==> config.mk <==
export PLATFORM = sky130hd
export DESIGN_NAME = led_frame_scanner_flat
export DESIGN_NICKNAME = d
export VERILOG_FILES = /design/src/rtl/led_pkg.sv /design/src/rtl/led_frame_scanner_if.sv /design/src/rtl/led_frame_bank.sv /design/src/rtl/led_frame_scanner.sv /design/src/flat_wrapper.sv
export SDC_FILE = /design/constraint.sdc
export NUM_CORES = 1
export LEC_CHECK = 0
export BUFFER_PORTS_ARGS = -buffer_cell sky130_fd_sc_hd__buf_4
export CAP_MARGIN = 20
export CELL_PAD_IN_SITES_DETAIL_PLACEMENT = 1
export CELL_PAD_IN_SITES_GLOBAL_PLACEMENT = 1
export CORE_UTILIZATION = 51
export CTS_CLUSTER_SIZE = 20
export DETAILED_ROUTE_END_ITERATION = 8
export PLACE_DENSITY = 0.78
export RECOVER_POWER = 100
export SYNTH_ARGS = -nofsm -noshare
export SYNTH_HDL_FRONTEND = slang
export SYNTH_HIERARCHICAL = 1
export SYNTH_SLANG_ARGS = --single-unit
==> constraint.sdc <==
create_clock -name clk -period 2.96 [get_ports clk]
set_input_delay 0 -clock clk [delete_from_list [all_inputs] [get_ports clk]]
set_output_delay 0 -clock clk [all_outputs]
set_load 0.02 [all_outputs]
==> src/rtl/led_pkg.sv <==
// rtl/led_pkg.sv - shared constants, instruction field widths and scanner state type
package led_pkg;

   localparam int MODE_W = 8;

   // Matrix controller instruction modes
   localparam logic [MODE_W-1:0] MODE_IDLE   = 8'h00;
   localparam logic [MODE_W-1:0] MODE_CLEAR  = 8'h01;
   localparam logic [MODE_W-1:0] MODE_FILL   = 8'h02;
   localparam logic [MODE_W-1:0] MODE_RS_PIC = 8'h03;
   localparam logic [MODE_W-1:0] MODE_RS_ANI = 8'h04;

   typedef enum logic [1:0] {
      ST_IDLE,
      ST_ISSUE,
      ST_DWELL,
      ST_SWAP
   } state_t;

endpackage

==> src/rtl/led_frame_scanner_if.sv <==
// rtl/led_frame_scanner_if.sv - host write/swap port and matrix instruction port
interface led_frame_scanner_if #(
   parameter int ROWS = 8,
   parameter int COLS = 8
);
   import led_pkg::*;

   localparam int RW = (ROWS > 1) ? $clog2(ROWS) : 1;
   localparam int IW = MODE_W + ROWS + COLS;

   logic          enable;
   logic          wr_en;
   logic [RW-1:0] wr_row;
   logic [COLS-1:0] wr_data;
   logic          swap_req;
   logic          swap_ack;
   logic          frame_done;
   logic          busy;
   logic          start;
   logic [IW-1:0] w_instruction;

   modport master (
      output enable, wr_en, wr_row, wr_data, swap_req,
      input  swap_ack, frame_done, busy, start, w_instruction
   );

   modport slave (
      input  enable, wr_en, wr_row, wr_data, swap_req,
      output swap_ack, frame_done, busy, start, w_instruction
   );

endinterface

==> src/rtl/led_frame_bank.sv <==
// rtl/led_frame_bank.sv - double-buffered frame store; writes hit the back bank, reads see the front
module led_frame_bank #(
   parameter int p_row_num    = 8,
   parameter int p_column_num = 8,
   parameter int RW           = (p_row_num > 1) ? $clog2(p_row_num) : 1
) (
   input  logic                    clk,
   input  logic                    rst_n,
   input  logic                    wr_en,
   input  logic [RW-1:0]           wr_row,
   input  logic [p_column_num-1:0] wr_data,
   input  logic                    toggle,
   input  logic [RW-1:0]           rd_row,
   output logic [p_column_num-1:0] rd_data
);

   logic [p_row_num-1:0][p_column_num-1:0] bank0;
   logic [p_row_num-1:0][p_column_num-1:0] bank1;
   logic                                   front_sel;
   logic                                   wr_ok;

   assign wr_ok = wr_en && (int'(wr_row) < p_row_num);

   always_ff @(posedge clk or negedge rst_n) begin
      if (!rst_n) begin
         bank0     <= '0;
         bank1     <= '0;
         front_sel <= 1'b0;
      end else begin
         if (wr_ok) begin
            if (front_sel)
               bank0[wr_row] <= wr_data;
            else
               bank1[wr_row] <= wr_data;
         end
         if (toggle)
            front_sel <= ~front_sel;
      end
   end

   // During a toggle cycle, return what the front will hold next cycle,
   // including a write landing in the outgoing back bank this cycle.
   always_comb begin
      rd_data = front_sel ? bank1[rd_row] : bank0[rd_row];
      if (toggle) begin
         rd_data = front_sel ? bank0[rd_row] : bank1[rd_row];
         if (wr_ok && (wr_row == rd_row))
            rd_data = wr_data;
      end
   end

endmodule

==> src/rtl/led_frame_scanner.sv <==
// rtl/led_frame_scanner.sv - row-scans the front frame into matrix instructions with tear-free swaps
module led_frame_scanner
   import led_pkg::*;
#(
   parameter int p_frequency    = 50_000_000,
   parameter int p_row_num      = 8,
   parameter int p_column_num   = 8,
   parameter int p_row_dwell_us = 1000
) (
   input  logic                 clk,
   input  logic                 rst_n,
   led_frame_scanner_if.slave   bus
);

   localparam int ROW_DWELL_CYCLES = (p_frequency / 1_000_000) * p_row_dwell_us;
   localparam int RW = (p_row_num > 1) ? $clog2(p_row_num) : 1;
   localparam int CW = $clog2(ROW_DWELL_CYCLES);
   localparam int IW = MODE_W + p_row_num + p_column_num;
   localparam logic [RW-1:0] LAST_ROW   = RW'(p_row_num - 1);
   localparam logic [CW-1:0] DWELL_LOAD = CW'(ROW_DWELL_CYCLES - 2);

   generate
      if (ROW_DWELL_CYCLES < 4) begin : g_dwell_check
         $error("ROW_DWELL_CYCLES must be at least 4");
      end
   endgenerate

   state_t                  state;
   logic [RW-1:0]           row;
   logic [RW-1:0]           rd_row;
   logic [CW-1:0]           cnt;
   logic                    pending;
   logic                    toggle;
   logic [p_column_num-1:0] nxt_data;
   logic [p_row_num-1:0]    row_oh;
   logic [IW-1:0]           issue_word;

   logic          start_q;
   logic          ack_q;
   logic          done_q;
   logic          busy_q;
   logic [IW-1:0] instr_q;

   assign toggle = (state == ST_SWAP);

   // Row that the next ISSUE will present; only meaningful on a transition into ST_ISSUE.
   always_comb begin
      rd_row = '0;
      if (state == ST_DWELL && row != LAST_ROW)
         rd_row = row + RW'(1);
      row_oh         = '0;
      row_oh[rd_row] = 1'b1;
      issue_word     = {MODE_RS_PIC, row_oh, nxt_data};
   end

   led_frame_bank #(
      .p_row_num    (p_row_num),
      .p_column_num (p_column_num),
      .RW           (RW)
   ) u_bank (
      .clk     (clk),
      .rst_n   (rst_n),
      .wr_en   (bus.wr_en),
      .wr_row  (bus.wr_row),
      .wr_data (bus.wr_data),
      .toggle  (toggle),
      .rd_row  (rd_row),
      .rd_data (nxt_data)
   );

   always_ff @(posedge clk or negedge rst_n) begin
      if (!rst_n) begin
         state   <= ST_IDLE;
         row     <= '0;
         cnt     <= '0;
         pending <= 1'b0;
         start_q <= 1'b0;
         ack_q   <= 1'b0;
         done_q  <= 1'b0;
         busy_q  <= 1'b0;
         instr_q <= '0;
      end else begin
         start_q <= 1'b0;
         ack_q   <= 1'b0;
         done_q  <= 1'b0;
         if (bus.swap_req)
            pending <= 1'b1;

         case (state)
            ST_IDLE: begin
               if (bus.enable) begin
                  busy_q <= 1'b1;
                  row    <= '0;
                  if (pending) begin
                     state <= ST_SWAP;
                     ack_q <= 1'b1;
                  end else begin
                     state   <= ST_ISSUE;
                     start_q <= 1'b1;
                     instr_q <= issue_word;
                  end
               end
            end

            ST_ISSUE: begin
               cnt   <= DWELL_LOAD;
               state <= ST_DWELL;
            end

            ST_DWELL: begin
               if (cnt != '0) begin
                  cnt <= cnt - CW'(1);
               end else if (row != LAST_ROW) begin
                  if (bus.enable) begin
                     row     <= row + RW'(1);
                     state   <= ST_ISSUE;
                     start_q <= 1'b1;
                     instr_q <= issue_word;
                  end else begin
                     row     <= '0;
                     state   <= ST_IDLE;
                     busy_q  <= 1'b0;
                     instr_q <= '0;
                  end
               end else begin
                  done_q <= 1'b1;
                  row    <= '0;
                  if (!bus.enable) begin
                     state   <= ST_IDLE;
                     busy_q  <= 1'b0;
                     instr_q <= '0;
                  end else if (pending) begin
                     state <= ST_SWAP;
                     ack_q <= 1'b1;
                  end else begin
                     state   <= ST_ISSUE;
                     start_q <= 1'b1;
                     instr_q <= issue_word;
                  end
               end
            end

            ST_SWAP: begin
               // Clearing here also absorbs a request arriving in this same cycle.
               pending <= 1'b0;
               row     <= '0;
               state   <= ST_ISSUE;
               start_q <= 1'b1;
               instr_q <= issue_word;
            end

            default: begin
               state   <= ST_IDLE;
               busy_q  <= 1'b0;
               instr_q <= '0;
            end
         endcase
      end
   end

   assign bus.start         = start_q;
   assign bus.swap_ack      = ack_q;
   assign bus.frame_done    = done_q;
   assign bus.busy          = busy_q;
   assign bus.w_instruction = instr_q;

endmodule

==> src/flat_wrapper.sv <==
// flat-port wrapper written by rule: the top's interface ports become plain ports
module led_frame_scanner_flat import led_pkg::*;
#(
   parameter int p_frequency    = 50_000_000,
   parameter int p_row_num      = 8,
   parameter int p_column_num   = 8,
   parameter int p_row_dwell_us = 1000
)
  (clk, rst_n, bus_enable, bus_wr_en, bus_wr_row, bus_wr_data, bus_swap_req, bus_swap_ack, bus_frame_done, bus_busy, bus_start, bus_w_instruction);
  led_frame_scanner_if #(.ROWS((8)), .COLS((8))) bus_i ();
  input  logic clk;
  input  logic rst_n;
  input wire logic [$bits(bus_i.enable)-1:0] bus_enable;
  input wire logic [$bits(bus_i.wr_en)-1:0] bus_wr_en;
  input wire logic [$bits(bus_i.wr_row)-1:0] bus_wr_row;
  input wire logic [$bits(bus_i.wr_data)-1:0] bus_wr_data;
  input wire logic [$bits(bus_i.swap_req)-1:0] bus_swap_req;
  output wire logic [$bits(bus_i.swap_ack)-1:0] bus_swap_ack;
  output wire logic [$bits(bus_i.frame_done)-1:0] bus_frame_done;
  output wire logic [$bits(bus_i.busy)-1:0] bus_busy;
  output wire logic [$bits(bus_i.start)-1:0] bus_start;
  output wire logic [$bits(bus_i.w_instruction)-1:0] bus_w_instruction;
  assign bus_i.enable = bus_enable;
  assign bus_i.wr_en = bus_wr_en;
  assign bus_i.wr_row = bus_wr_row;
  assign bus_i.wr_data = bus_wr_data;
  assign bus_i.swap_req = bus_swap_req;
  assign bus_swap_ack = bus_i.swap_ack;
  assign bus_frame_done = bus_i.frame_done;
  assign bus_busy = bus_i.busy;
  assign bus_start = bus_i.start;
  assign bus_w_instruction = bus_i.w_instruction;
  led_frame_scanner #(.p_frequency(p_frequency), .p_row_num(p_row_num), .p_column_num(p_column_num), .p_row_dwell_us(p_row_dwell_us)) u_core (.clk(clk), .rst_n(rst_n), .bus(bus_i));
endmodule
After elaboration in Yosys (flattened, before gate mapping)
Index checks and enable logic that the tools add are counted.
{"block": "classes", "n_addsub": 2, "n_lt_le_gt_ge": 4, "eq_ne": 9, "muxes": 56, "bitwise": 1, "reduce_logical": 16}
{"cell": "$bwmux 64", "n": 2}
{"cell": "$mux 24", "n": 5}
{"cell": "$pmux 24 s3", "n": 1}
{"cell": "$mux 8", "n": 7}
{"cell": "$bmux 8 s3", "n": 2}
{"cell": "$pmux 16 s2", "n": 1}
{"cell": "$demux 8 s3", "n": 1}
{"cell": "$mux 1", "n": 19}
{"cell": "$mux 18", "n": 1}
{"cell": "$mux 16", "n": 1}
{"cell": "$reduce_bool 16->1", "n": 1}
{"cell": "$sub 16x1->16 const B", "n": 1}
{"cell": "$mux 3", "n": 5}
{"cell": "$mux 2", "n": 5}
{"cell": "$pmux 3 s3", "n": 1}
{"cell": "$lt 3x4->1 const B", "n": 2}
{"cell": "$ne 2x2->1 const B", "n": 4}
{"cell": "$pmux 2 s4", "n": 1}
{"cell": "$reduce_and 2->1", "n": 4}
{"cell": "$ge 3x1->1 const B", "n": 2}
{"cell": "$reduce_bool 2->1", "n": 3}
{"cell": "$eq 2x2->1 const B", "n": 2}
{"cell": "$logic_and 1x1->1", "n": 4}
{"cell": "$pmux 1 s2", "n": 2}
{"cell": "11 further kinds", "n": 11}
{"block": "totals", "register_bits": 179, "input_bits": 16}

Longest topological paths before layout
{"block": "logic_depth", "word_depth": 13, "ltp_mapped": 12, "ltp_nobuf": 10}

By module
Netlist, hierarchy kept.
{"mod": "led_frame_bank", "instances": 1, "cells_per_inst": 406, "area_each_um2": 5983.2, "seq_area_each_um2": 3228.1}
{"mod": "led_frame_scanner", "instances": 1, "cells_per_inst": 218, "area_each_um2": 2339.7, "seq_area_each_um2": 1251.2}

Least setup slack after synthesis
No wires, ideal clock.
{"block": "synth_path", "kind": "reg-to-reg", "from": "reg u_core.row[0]", "to": "reg u_core.instr_q[0] (netlist: u_core/bus.w_instruction[0])", "setup_time_ps": 121, "t_arrival_ps": 2522, "required_ps": 2839, "path_slack_ps": 317, "path_stages_with_launch": 13, "period_less_slack_ps": 2643, "cell_sequence": "dfrtp_1 > ha_1 > ha_1 > nor3b_1 > nand2_1 > inv_1 > buf_6 > xor2_1 > nor4bb_2 > and2_1 > buf_6 > a222oi_1 > a22o_1"}
{"block": "synth_between", "elab_chain_cells": 13}
{"item": "start: declaration", "line": "led_frame_scanner.sv:29", "source": "logic [RW-1:0] row;"}
{"item": "start signal: assignment", "line": "led_frame_scanner.sv:115", "source": "row <= row + RW'(1);"}
{"item": "parallel branches: the longest is 2 deep, another holds $add 3x1->3"}
{"item": "$mux 3 (*)", "line": "led_frame_scanner.sv:49", "source": "if (state == ST_DWELL && row != LAST_ROW)"}
{"item": "net u_core.rd_row[1]", "line": "led_frame_scanner.sv:30", "source": "logic [RW-1:0] rd_row;"}
{"item": "$bmux 8 s3", "line": "led_frame_bank.sv:44, led_frame_bank.sv:46"}
{"item": "$mux 8 (implied by the code)", "line": "led_frame_bank.sv:44, led_frame_bank.sv:46"}
{"item": "$mux 8", "line": "led_frame_bank.sv:46", "source": "rd_data = front_sel ? bank0[rd_row] : bank1[rd_row];"}
{"item": "$mux 8", "line": "led_frame_bank.sv:47", "source": "if (wr_ok && (wr_row == rd_row))"}
{"item": "$mux 8 (*)", "line": "led_frame_bank.sv:45", "source": "if (toggle) begin"}
{"item": "net u_core.nxt_data[0]", "line": "led_frame_scanner.sv:34", "source": "logic [p_column_num-1:0] nxt_data;"}
{"item": "$mux 24", "line": "led_frame_scanner.sv:94, led_frame_scanner.sv:132"}
{"item": "$mux 24", "line": "led_frame_scanner.sv:128", "source": "if (!bus.enable) begin"}
{"item": "$mux 24", "line": "led_frame_scanner.sv:113", "source": "end else if (row != LAST_ROW) begin"}
{"item": "$mux 24", "line": "led_frame_scanner.sv:111", "source": "if (cnt != '0) begin"}
{"item": "$pmux 24 s3 (*)", "line": "led_frame_scanner.sv:89", "source": "case (state)"}
{"item": "end signal: assignment", "line": "led_frame_scanner.sv:100", "source": "instr_q <= issue_word;"}
{"item": "end signal: assignment", "line": "led_frame_scanner.sv:118", "source": "instr_q <= issue_word;"}
{"item": "end signal: assignment", "line": "led_frame_scanner.sv:138", "source": "instr_q <= issue_word;"}
{"item": "end: declaration", "line": "led_frame_scanner.sv:42", "source": "logic [IW-1:0] instr_q;"}
Mark *: on every way through the listed nets, which the timed path passes. The select of a mux whose other input is x is not followed.
A chain may end at the register's enable or synchronous reset.

Worst setup path after layout
{"block": "layout_path", "from": "reg u_core.row[1]", "to": "reg u_core.instr_q[5] (netlist: u_core/bus.w_instruction[5])"}
Same word-level chain as after synthesis.

==> impl_metrics.toml <==
[status]
outcome = "finished, violations left"
violations = "capacitance limit, slew limit"

[sta]
skew_ns = 0.00863
post-route-min-period_ns = 2.83
rsz0062_at_grt = "no"
tightestPinTransition_ns = 2.51
period_share = 0.956
fin_ws_ns = 0.131
fin_tns_setup_ns = 0
finalSetupViolations = 0
max_freq_mhz = 353
maxSlewViolCount = 100
hold_violations = 0
relSlewSlack = -0.674

[die]
initial_core_util = 0.524
die_y_um = 130
core_area_um2 = 15900
rows = 46
pin_count = 44
die_area_um2 = 16800
die_w_um = 130

[route]
met3WireLength_mm = 1.20
drc = 0
route.met2.wl_mm = 11.2
top_layer_used = "met4"
drt_pass1_iterations = 6
drtIter0Drc = 390
drt_wl_total_mm = 22.1
num_vias = 5629
vias_per_cell = 6.17
wl_per_cell_um = 24.2
wl_met1_mm = 9.12
postRouteAntennaNets = 0

[global_route]
grt_usage = 0.288
overflow = 0
antenna_found_initial = 0
grt_pass1_vias = 6156
grt_max_degree = 101
grt_pass1_wl_mm = 35.2

[synthesis]
synth-async-reset-ratio = 1.00
yosysTopAreaCellShare = 0.538
syn_nets = 644
synth_cell_type_count = 57
synth_top_cell_by_area = "dfrtp_1"
synthCells = 624
avgSynthCellArea_um2 = 13.3
yosys_warnings = 6
synth-edff-count = 0
synth_area_um2 = 8320
synth-seq-cells = 179
ys.flop_type = "dfrtp_1"
seq_area_frac_synth = 0.538
synthTopCellsByArea = "dfrtp_1, mux2_2, mux4_2"

[clocking]
cts_tree = "done"
clkLatencyLatePin_ns = 0.43
cts_buffers = 17
htreeDepth = 4
clock_sinks = 179
cts_buffer_depth = 2
root_buffer = "clkbuf_16"
clk_pin_slew_ns = 0.07

[placed_design]
dp_cells = 866
hpwl_mm = 14.2
portBuffers = 43
place_ws_ns = 0.00345
place.gp.congestion = 0.898
placed_area_um2 = 8920

[cells_and_area]
nFillCells = 1593
diodes = 0
nNetsFinal = 704
regArea_um2 = 4480
final_cell_mix = "dfrtp_1, mux2_2, nand2_1"
layout_commonest_cell = "dfrtp_1"
fin_area_um2 = 9530
multiInputGateArea_um2 = 3580
layout-drive-gt1-share = 0.296
fin_util = 0.600
syn2layout_area_growth_pct = 14.5
stdcell_count = 913

[hold_path]
hold_depth = 4
min_path_type = "in2reg"
hold_start = "bus_wr_row[0]"
hold-path-endpoint = "u_core/u_bank/bank1[46]$_DFFE_PN0P_"

[setup_path]
worstSetupPathType = "reg2reg"
r2r_slack_ns = 0.13
crit_arrival_ns = 3.15
crit_path_top_delay_cell = "o31a_1"
crit_fanout = 8
crit_required_ns = 3.28
cp-end-kind = "register"
reg2reg_to = "u_core/bus.w_instruction[5]$_DFFE_PN0P_"
max_stage_delay_ns = 0.58
cp-start-kind = "register"
crit_start = "u_core/row[1]$_DFFE_PN0P_"
ff2ff_path_depth = 9
crit_chain = "ha_1 -> ha_1 -> nor3b_2 -> nand2_1 -> inv_1 -> xor2_1 -> o31a_1 -> a222oi_1 -> a22o_1"
regToRegStartpoint = "u_core/row[1]$_DFFE_PN0P_"
crit_top_cell = "ha_1"

[power]
ir_drop_mv = 0.417
power_density_nw_per_um2 = 584
p_leak_nw = 4.20

[job]
drv_cap = 1
flip-flops by register name, summed over array words and instances, names as in the netlist, 2 cells and up:
signal	flops
u_core/bus.w_instruction	24
u_core/cnt	16
u_core/row	3
u_core/state	2
u_core/u_bank/bank0	64
u_core/u_bank/bank1	64
metal layers:
layer / global-route usage / vias to the layer above
met5: 0 / -
met4: 0.118 / 0
met3: 0.0586 / 43
met2: 0.485 / 154
met1: 0.367 / 3007
li1: - / 2425
cells in the mapped netlist (3+ instances only):
cell and number:
mux2i_1 20, nand3_1 10, nor4_1 4, mux4_2 32, buf_6 6, or3_1 4
a21oi_1 4, o22ai_1 5, o31ai_1 8, mux2_2 103, ha_1 4, nand2b_1 11
a222oi_1 8, nor2_1 12, o311ai_0 3, o211ai_1 3, a22o_1 13, o2bb2ai_1 3
xor2_1 3, dfrtp_1 179, inv_1 18, nor3_1 7, nand2_1 47, nor2b_1 4
o21ai_0 28, clkbuf_1 19, or4_1 4, nor2_2 9, and2_1 8, buf_2 9
kinds of logic after synthesis:
| logic type | share of synthesized area |
|---|---|
| DFF | 0.538 |
| buffers and inverters | 0.0320 |
| adders and majority gates | 0.00601 |
| AOI/OAI and AO/OA | 0.0800 |
| muxes | 0.251 |
| and+or+nand+nor | 0.0882 |
| xor gates and xnor gates | 0.00421 |
report_power, final:
| part | internal (mW) | switching [mW] | total (mW) |
|---|---|---|---|
| sequential | 2.66 | 0.122 | 2.78 |
| clock | 1.29 | 1.01 | 2.29 |
| combinational | 0.273 | 0.210 | 0.483 |
worst max-delay path, delay by kind of cell (launching register included):
kind | cells | cell delay (ns)
buf+inv | 1 | 0.13
fa+ha+maj | 2 | 0.42
compound gates | 3 | 1.05
flops | 1 | 0.41
xor+xnor | 1 | 0.30
simple gates | 2 | 0.42
area by class of cell:
| cell class | instances | area share |
|---|---|---|
| Inverter | 18 | 0.00709 |
| Clock inverter | 12 | 0.0155 |
| Clock buffer | 20 | 0.0469 |
| Multi-Input combinational cell | 391 | 0.376 |
| Sequential cell | 179 | 0.470 |
| Tap cell | 216 | 0.0284 |
| Timing Repair Buffer | 77 | 0.0567 |
metrics by stage:
stage | total power [mW] | hold slack (ns)
4_1_cts | 5.61 | 0.213
3_5_place_dp | 3.31 | 0.162
5_1_grt | 5.76 | 0.204
6_report | 5.56 | 0.182
2_1_floorplan | 3.11 | -0.296
3_3_place_gp | 3.26 | 0.154
worst max-delay path by stage:
stage,cells past startpoint,endpoint,slack [ns]
detailed placement,10,u_core/bus.w_instruction[3]$_DFFE_PN0P_,0.003
CTS,10,u_core/bus.w_instruction[2]$_DFFE_PN0P_,0.03
floorplan,12,u_core/bus.w_instruction[0]$_DFFE_PN0P_,0.32
global placement,10,u_core/bus.w_instruction[0]$_DFFE_PN0P_,0.19
global route,10,u_core/bus.w_instruction[2]$_DFFE_PN0P_,0.02
finish,9,u_core/bus.w_instruction[5]$_DFFE_PN0P_,0.13
repair_timing:
item / CTS / global route
pin swaps: 0 / 1
setup buffers: 0 / 4
resized for setup: 3 / 4
hold buffers: 11 / 0
setup endpoints to repair: 6 / 8
endpoints found under the hold margin: 227 / 0
(Power assumes the default switching activity.)
